File: src/rtl/host_ctrl_decoder_pkg.sv
// Shared field layout, widths and FSM encoding for the host control decoder.
package host_ctrl_decoder_pkg;

    localparam int ROWS     = 4;
    localparam int COLS     = 4;
    localparam int PE_INST  = 48;
    localparam int SPM_INST = 24;
    localparam int A_W      = 16;

    localparam int H_C_W = PE_INST + COLS + 1 + ROWS + 2;
    localparam int EX_W  = 2 + A_W + 32;

    localparam int HC_PE_LSB  = PE_INST;
    localparam int HC_LSU_BIT = HC_PE_LSB + COLS;
    localparam int HC_ROW_LSB = HC_LSU_BIT + 1;
    localparam int HC_SPM_BIT = HC_ROW_LSB + ROWS;
    localparam int HC_RUN_BIT = HC_SPM_BIT + 1;

    localparam int EX_ADDR_LSB = 32;
    localparam int EX_REN_BIT  = EX_ADDR_LSB + A_W;
    localparam int EX_WEN_BIT  = EX_REN_BIT + 1;

    typedef enum logic {
        S_IDLE = 1'b0,
        S_RUN  = 1'b1
    } run_state_e;

endpackage

File: src/rtl/host_ctrl_decoder_run_sequencer.sv
// Run request edge detect, iteration counter and pending-run queue.
module host_ctrl_decoder_run_sequencer
    import host_ctrl_decoder_pkg::*;
#(
    parameter int RUN_CYCLES = 32,
    parameter int PEND_MAX   = 3
) (
    input  logic clk,
    input  logic rst,
    input  logic i_run,
    output logic o_run_start,
    output logic o_busy,
    output logic o_iter_done
);

    localparam int CW = $clog2(RUN_CYCLES);
    localparam int PW = $clog2(PEND_MAX + 1);
    localparam logic [CW-1:0] C_LAST = CW'(RUN_CYCLES - 1);
    localparam logic [PW-1:0] P_MAX  = PW'(PEND_MAX);

    run_state_e    r_state, w_state_nxt;
    logic [CW-1:0] r_cnt, w_cnt_nxt;
    logic [PW-1:0] r_pend, w_pend_nxt;
    logic          r_run_q, r_start, w_start_nxt;
    logic          w_edge, w_done;

    assign w_edge = i_run & ~r_run_q;
    assign w_done = (r_state == S_RUN) && (r_cnt == '0);

    always_ff @(posedge clk) begin
        if (!rst) begin
            r_state <= S_IDLE;
            r_cnt   <= '0;
            r_pend  <= '0;
            r_run_q <= 1'b0;
            r_start <= 1'b0;
        end else begin
            r_state <= w_state_nxt;
            r_cnt   <= w_cnt_nxt;
            r_pend  <= w_pend_nxt;
            r_run_q <= i_run;
            r_start <= w_start_nxt;
        end
    end

    always_comb begin
        w_state_nxt = r_state;
        w_cnt_nxt   = r_cnt;
        w_pend_nxt  = r_pend;
        w_start_nxt = 1'b0;
        unique case (r_state)
            S_IDLE: begin
                if (w_edge) begin
                    w_state_nxt = S_RUN;
                    w_cnt_nxt   = C_LAST;
                    w_start_nxt = 1'b1;
                end
            end
            S_RUN: begin
                if (w_done) begin
                    if (r_pend != '0 || w_edge) begin
                        w_cnt_nxt   = C_LAST;
                        w_start_nxt = 1'b1;
                        if (!w_edge)
                            w_pend_nxt = r_pend - 1'b1;
                    end else begin
                        w_state_nxt = S_IDLE;
                    end
                end else begin
                    w_cnt_nxt = r_cnt - 1'b1;
                    // Requests beyond the queue depth are lost.
                    if (w_edge && r_pend < P_MAX)
                        w_pend_nxt = r_pend + 1'b1;
                end
            end
            default: w_state_nxt = S_IDLE;
        endcase
    end

    assign o_run_start = r_start;
    assign o_busy      = (r_state == S_RUN);
    assign o_iter_done = w_done;

endmodule

File: src/rtl/host_ctrl_decoder.sv
// Host control word / ex_bus receive decoder for the TCAD top.
// Optional HC_ERR_CHECK_EN enables the sticky hc_err protocol checker.
module host_ctrl_decoder
    import host_ctrl_decoder_pkg::*;
#(
    parameter int RUN_CYCLES = 32,
    parameter int PEND_MAX   = 3,
    parameter int SPM_RD_LAT = 1
) (
    input  logic                 clk,
    input  logic                 rst,
    input  logic [H_C_W-1:0]     host_controller,
    input  logic [EX_W-1:0]      ex_bus,
    output logic [ROWS*COLS-1:0] pe_cfg_we,
    output logic [ROWS-1:0]      lsu_cfg_we,
    output logic [PE_INST-1:0]   cfg_inst,
    output logic                 spm_cfg_we,
    output logic [SPM_INST-1:0]  spm_cfg,
    output logic                 run_start,
    output logic                 busy,
    output logic                 iter_done,
    output logic                 spm_wen,
    output logic                 spm_ren,
    output logic [A_W-1:0]       spm_addr,
    output logic [31:0]          spm_wdata,
    input  logic [31:0]          spm_rdata,
    output logic [31:0]          ex_rdata,
    output logic                 ex_rvalid,
    output logic                 hc_err
);

    logic                 w_run, w_spm, w_lsu, w_busy, w_cfg_ok;
    logic [ROWS-1:0]      w_row_f, w_row;
    logic [COLS-1:0]      w_pe_f, w_pe;
    logic [ROWS*COLS-1:0] w_pe_we;
    logic [ROWS-1:0]      w_lsu_we;
    logic                 w_ex_wen, w_ex_ren;

    logic [ROWS*COLS-1:0] r_pe_we;
    logic [ROWS-1:0]      r_lsu_we;
    logic [PE_INST-1:0]   r_inst;
    logic                 r_spm_we;
    logic                 r_wen, r_ren;
    logic [A_W-1:0]       r_addr;
    logic [31:0]          r_wdata;
    logic [SPM_RD_LAT-1:0] r_rv;

    assign w_run    = host_controller[HC_RUN_BIT];
    assign w_spm    = host_controller[HC_SPM_BIT];
    assign w_lsu    = host_controller[HC_LSU_BIT];
    assign w_row_f  = host_controller[HC_ROW_LSB +: ROWS];
    assign w_pe_f   = host_controller[HC_PE_LSB +: COLS];
    assign w_ex_wen = ex_bus[EX_WEN_BIT];
    assign w_ex_ren = ex_bus[EX_REN_BIT];
    assign w_cfg_ok = ~w_busy & ~w_spm;

    // Row/PE fields are listed [0:N-1], so index 0 is the field MSB.
    always_comb begin
        w_row    = '0;
        w_pe     = '0;
        w_pe_we  = '0;
        w_lsu_we = '0;
        for (int r = 0; r < ROWS; r++)
            w_row[r] = w_row_f[ROWS-1-r];
        for (int c = 0; c < COLS; c++)
            w_pe[c] = w_pe_f[COLS-1-c];
        for (int r = 0; r < ROWS; r++) begin
            w_lsu_we[r] = w_row[r] & w_lsu & w_cfg_ok;
            for (int c = 0; c < COLS; c++)
                w_pe_we[r*COLS+c] = w_row[r] & w_pe[c] & w_cfg_ok;
        end
    end

    always_ff @(posedge clk) begin
        if (!rst) begin
            r_pe_we  <= '0;
            r_lsu_we <= '0;
            r_inst   <= '0;
            r_spm_we <= 1'b0;
            r_wen    <= 1'b0;
            r_ren    <= 1'b0;
            r_addr   <= '0;
            r_wdata  <= '0;
            r_rv     <= '0;
        end else begin
            r_pe_we  <= w_pe_we;
            r_lsu_we <= w_lsu_we;
            r_inst   <= host_controller[PE_INST-1:0];
            r_spm_we <= w_spm & ~w_busy;
            r_wen    <= w_ex_wen;
            r_ren    <= w_ex_ren & ~w_ex_wen;
            r_addr   <= ex_bus[EX_ADDR_LSB +: A_W];
            r_wdata  <= ex_bus[31:0];
            r_rv[0]  <= r_ren;
            for (int i = 1; i < SPM_RD_LAT; i++)
                r_rv[i] <= r_rv[i-1];
        end
    end

    host_ctrl_decoder_run_sequencer #(
        .RUN_CYCLES (RUN_CYCLES),
        .PEND_MAX   (PEND_MAX)
    ) u_seq (
        .clk         (clk),
        .rst         (rst),
        .i_run       (w_run),
        .o_run_start (run_start),
        .o_busy      (w_busy),
        .o_iter_done (iter_done)
    );

`ifdef HC_ERR_CHECK_EN
    logic r_err, w_err_evt;
    assign w_err_evt = (w_busy & (w_spm | (|w_row_f)))
                     | (w_spm & (|w_row_f))
                     | ((|w_row_f) & ~(|w_pe_f) & ~w_lsu)
                     | (w_ex_wen & w_ex_ren);
    always_ff @(posedge clk) begin
        if (!rst) r_err <= 1'b0;
        else      r_err <= r_err | w_err_evt;
    end
    assign hc_err = r_err;
`else
    assign hc_err = 1'b0;
`endif

    assign busy       = w_busy;
    assign pe_cfg_we  = r_pe_we;
    assign lsu_cfg_we = r_lsu_we;
    assign cfg_inst   = r_inst;
    assign spm_cfg_we = r_spm_we;
    assign spm_cfg    = r_inst[SPM_INST-1:0];
    assign spm_wen    = r_wen;
    assign spm_ren    = r_ren;
    assign spm_addr   = r_addr;
    assign spm_wdata  = r_wdata;
    assign ex_rvalid  = r_rv[SPM_RD_LAT-1];
    assign ex_rdata   = ex_rvalid ? spm_rdata : 32'h0;

endmodule

File: config.mk
export PLATFORM = sky130hd
export DESIGN_NAME = host_ctrl_decoder
export DESIGN_NICKNAME = d
export VERILOG_FILES = /design/src/rtl/host_ctrl_decoder_pkg.sv /design/src/rtl/host_ctrl_decoder_run_sequencer.sv /design/src/rtl/host_ctrl_decoder.sv
export SDC_FILE = /design/constraint.sdc
export NUM_CORES = 1
export LEC_CHECK = 0
export CAP_MARGIN = 20
export CORE_AREA = 2 2 124 126
export DETAILED_ROUTE_END_ITERATION = 12
export DIE_AREA = 0 0 126 128
export PLACE_DENSITY = 0.72
export SKIP_LAST_GASP = 1
export SYNTH_ARGS = -nofsm -noshare
export SYNTH_HDL_FRONTEND = slang
export SYNTH_SLANG_ARGS = --single-unit
export TNS_END_PERCENT = 100
File: constraint.sdc
create_clock -name clk -period 1.54 [get_ports clk]
set_input_delay 0.308 -clock clk [delete_from_list [all_inputs] [get_ports clk]]
set_output_delay 0.308 -clock clk [all_outputs]
set_load 0.01 [all_outputs]
==> parameters.txt <==
Parameter                              Value

Worst setup path
  Reg2Reg Setup Slack ... -80 ps
  Slowest stage cell, crit path ... dfxtp_2
  Worst setup path startpoint ... u_seq.r_cnt[1]
  RR Endpoint ... u_seq.r_cnt[0]
  Startpoint of the lowest-slack register-to-register path ... u_seq.r_cnt[1]
  Category of the worst setup path capture point ... output pin
  Maximum fanout along the worst path ... 2
  Required time at the worst-slack endpoint ... 1230 ps
  Crit path DAT ... 1380 ps
  Cells along the critical path ... inv_2, ha_4, nor4b_4, nand2_1, inv_1, buf_2
  Worst reg2reg path depth ... 8
  Startpoint type of the worst setup path ... register
  Maximum cell stage delay along the critical path ... 320 ps
  Crit path kind ... register to output pin
  End of the critical path ... iter_done

Floorplanning
  Total core area ... 14860 sq um
  IO Pins ... 323
  Number of placement rows ... 45
  Starting Density ... 0.2761
  Chip width ... 126 microns
  Height of the chip ... 128 microns
  Die outline area ... 16130 sq um

Global routing
  Global-route wire length before repair ... 20060 microns
  Maximum number of pins on one net before global-route repair ... 58
  Number of antenna violations at the first check in global routing ... 0
  All-Layer GR Usage ... 0.1631
  Global-route congestion overflow total ... 0
  Vias in the first global route ... 3724

Synth
  Xor-xnor portion of the synthesized cell area ... 0.002134
  Post-synth cell types ... 32
  Simple-gate share of the synthesized area ... 0.2598
  Compound-cell area share of the yosys netlist ... 0.03049
  Biggest area consumer among synthesized cells ... dfxtp_1
  Nets in the synthesized netlist ... 527
  Total number of yosys warnings ... 0
  Post-Synthesis Cells ... 383
  Avg Cell Area, Syn ... 10.72 sq um
  Post-synth design cell area ... 4104 sq um
  Sequential element share of the synthesized area ... 0.6341
  Yosys reg bits ... 130
  Top area cells in the synthesized netlist ... dfxtp_1 63%, and2_1 20%, buf_4 4.6%
  Synthesized-area fraction occupied by adder cells ... 0.003049
  Area fraction of the dominant cell type after synthesis ... 0.6341
  Largest family of logic cells by synthesized area ... simple AND/OR/NAND/NOR gates
  Fraction of synthesized area in multiplexers ... 0.002439

CTS
  Cell chosen for the clock root ... clkbuf_16
  Clock sink count ... 130
  Clock insertion delay at the later pin of the skew report ... 410 ps
  Count of hold buffers inserted by post-cts repair ... 0
  Number of buffers between clock root and the deepest sink ... 2
  H-tree lvl count ... 4
  CTS tree ... done
  Number of buffers created by CTS ... 17
  Reg clk slew, reported paths ... 50 ps

Placed design
  IO Port Bufs ... 321
  Placer congestion estimate ... 0.8314
  HPWL reported at the end of detailed placement ... 10600 microns
  Cell total after placement ... 863

Route
  Overall routed net length ... 13480 microns
  Iteration-0 DRC Markers ... 102
  Average wire per standard cell ... 14.93 microns
  Post-DRT Antenna Nets ... 0
  Detailed-route DRC error count ... 0
  Number of vias per cell after detailed routing ... 4.084
  Vias ... 3688
  Pre-Repair DR Iteration Count ... 4

Final layout
  Non-Filler Instances ... 903
  Final standard cell utilization of the core ... 0.5277
  Share of layout cells above drive strength 1 ... 0.1469
  Number of antenna diodes ... 0
  Count of nets after finishing ... 846
  Area growth, synth to finish ... 91.13%

Timing
  Min Tclk post-route ... 1691 ps
  Number of setup violations in the final report ... 7
  Final number of max-transition violations ... 0
  Unrepaired setup endpoints after global routing ... yes
  Final worst-path cycle share ... 1.098
  Worst Slack Setup Final ... -151.0 ps
  Largest clock skew in the final design ... 5.979 ps
  Fmax achieved ... 591.4 MHz
  Final Hold Fails ... 0

Run status
  Run status ... finished, violations left
  Failing checks ... setup timing

Power
  Peak ir drop on the vdd network ... 0.7348 mV
  Leakage power figure ... 0.003787 uW
  Post-route total power ... 8566 uW
  Power density relative to cell area ... 1092 nW/um^2

Worst hold path
  Number of cells on the worst hold path ... 3
  Worst min path class ... input port to register

Flow run
  Max_cap viols ... 0
## metal layers
layer | routed length (microns) | up-vias | GRT usage
met4 | 281 | 0 | 0.06206
met2 | 7041 | 194 | 0.2916
met5 | 0 | - | 0
li1 | - | 1802 | -
met1 | 4747 | 1670 | 0.1637
met3 | 1412 | 22 | 0.07972
## cells in the mapped netlist
library cell  instances
and2_1              133
dfxtp_1             130
buf_4                25
nor2_1               25
clkbuf_1             17
nand2_1              14
inv_1                 5
nand3_1               3
o21ai_1               3
a22oi_1               2
nand2b_1              2
nor3_1                2
o211a_1               2
o211ai_1              2
a21boi_2              1
a31oi_1               1
and3_1                1
and3b_1               1
buf_2                 1
conb_1                1
ha_1                  1
mux2i_1               1
nor2b_1               1
nor3_2                1
nor4b_1               1
o21ai_0               1
o221a_1               1
o221a_2               1
o22ai_1               1
o311ai_1              1
or4b_1                1
xor2_1                1
## registers in the layout, summed over array words and instances, names as in the netlist, 2 cells and up
name and flops:
lsu_cfg_we 4, pe_cfg_we 16, u_seq.r_cnt 5, spm_addr 16, spm_wdata 32, cfg_inst 48, u_seq.r_pend 2
## stage by stage
stage | setup slack (ps) | TNS (ps) | hold slack (ps) | area, sq um
6_report | -151.0 | -405.6 | 371.1 | 7844
5_1_grt | -252.6 | -1823 | 367.5 | 7844
4_1_cts | -200.7 | -523.2 | 355.0 | 7762
3_5_place_dp | -377.0 | -6497 | 456.8 | 7428
3_3_place_gp | -336.8 | -5871 | 448.8 | 7428
2_1_floorplan | 42.70 | 0 | 429.7 | 4118
## worst max-delay path: cells and delay by family (launching register included)
family / cells / cell delay [ps]
flops: 1 / 320
buf+inv: 3 / 240
simple gates: 2 / 300
fa+ha+maj: 1 / 120
## where the power goes
part / total, uW / switching [uW] / internal (uW)
combinational: 1200 / 461 / 740
clock: 3740 / 1440 / 2300
sequential: 3620 / 75.0 / 3550
## cells by family (layout without fill, tap and decap cells)
kind of cell	Yosys count	after routing
AOI/OAI and AO/OA	16	16
xor gates and xnor gates	1	1
adders and majority gates	1	1
buffers and inverters	48	380
DFF	130	130
muxes	1	1
other	1	1
and+or+nand+nor	185	185
## cell usage in the layout (no fill, tap or decap), types with 4 or more instances in the layout
| cell | count |
|---|---|
| dlygate4sd2_1 | 145 |
| clkdlybuf4s50_1 | 141 |
| and2_1 | 130 |
| dfxtp_1 | 127 |
| buf_2 | 31 |
| nor2_1 | 25 |
| clkbuf_16 | 19 |
| buf_4 | 15 |
| nand2_1 | 13 |
| buf_6 | 5 |
| clkinv_4 | 4 |
| clkinvlp_4 | 4 |
## how the worst min path moves through the flow
| stage | slack [ps] | to | from |
|---|---|---|---|
| 2_1_floorplan | 430 | spm_wdata[8] | ex_bus[8] |
| 3_3_place_gp | 450 | ex_rvalid | spm_ren |
| 3_5_place_dp | 460 | ex_rvalid | spm_ren |
| 4_1_cts | 360 | u_seq.r_cnt[1] | rst |
| 5_1_grt | 370 | u_seq.r_cnt[1] | rst |
| 6_report | 370 | u_seq.r_cnt[1] | rst |
## area by class of cell
| type | count | area, sq um |
|---|---|---|
| clock buffer | 20 | 456.7 |
| fill | 1368 | 7020 |
| timing repair buffer | 343 | 3133 |
| inverter | 5 | 18.77 |
| multi-input combinational | 205 | 1281 |
| sequential | 130 | 2609 |
| clock inverter | 12 | 110.1 |
| tap | 188 | 235.2 |
## repair_timing
action,CTS,global route
buffers inserted,6,1
endpoints found under the setup margin,186,12
cloned,1,2
pin swaps,9,4
gates resized for setup,289,12
Note: power is estimated with default switching activity, not from simulation.
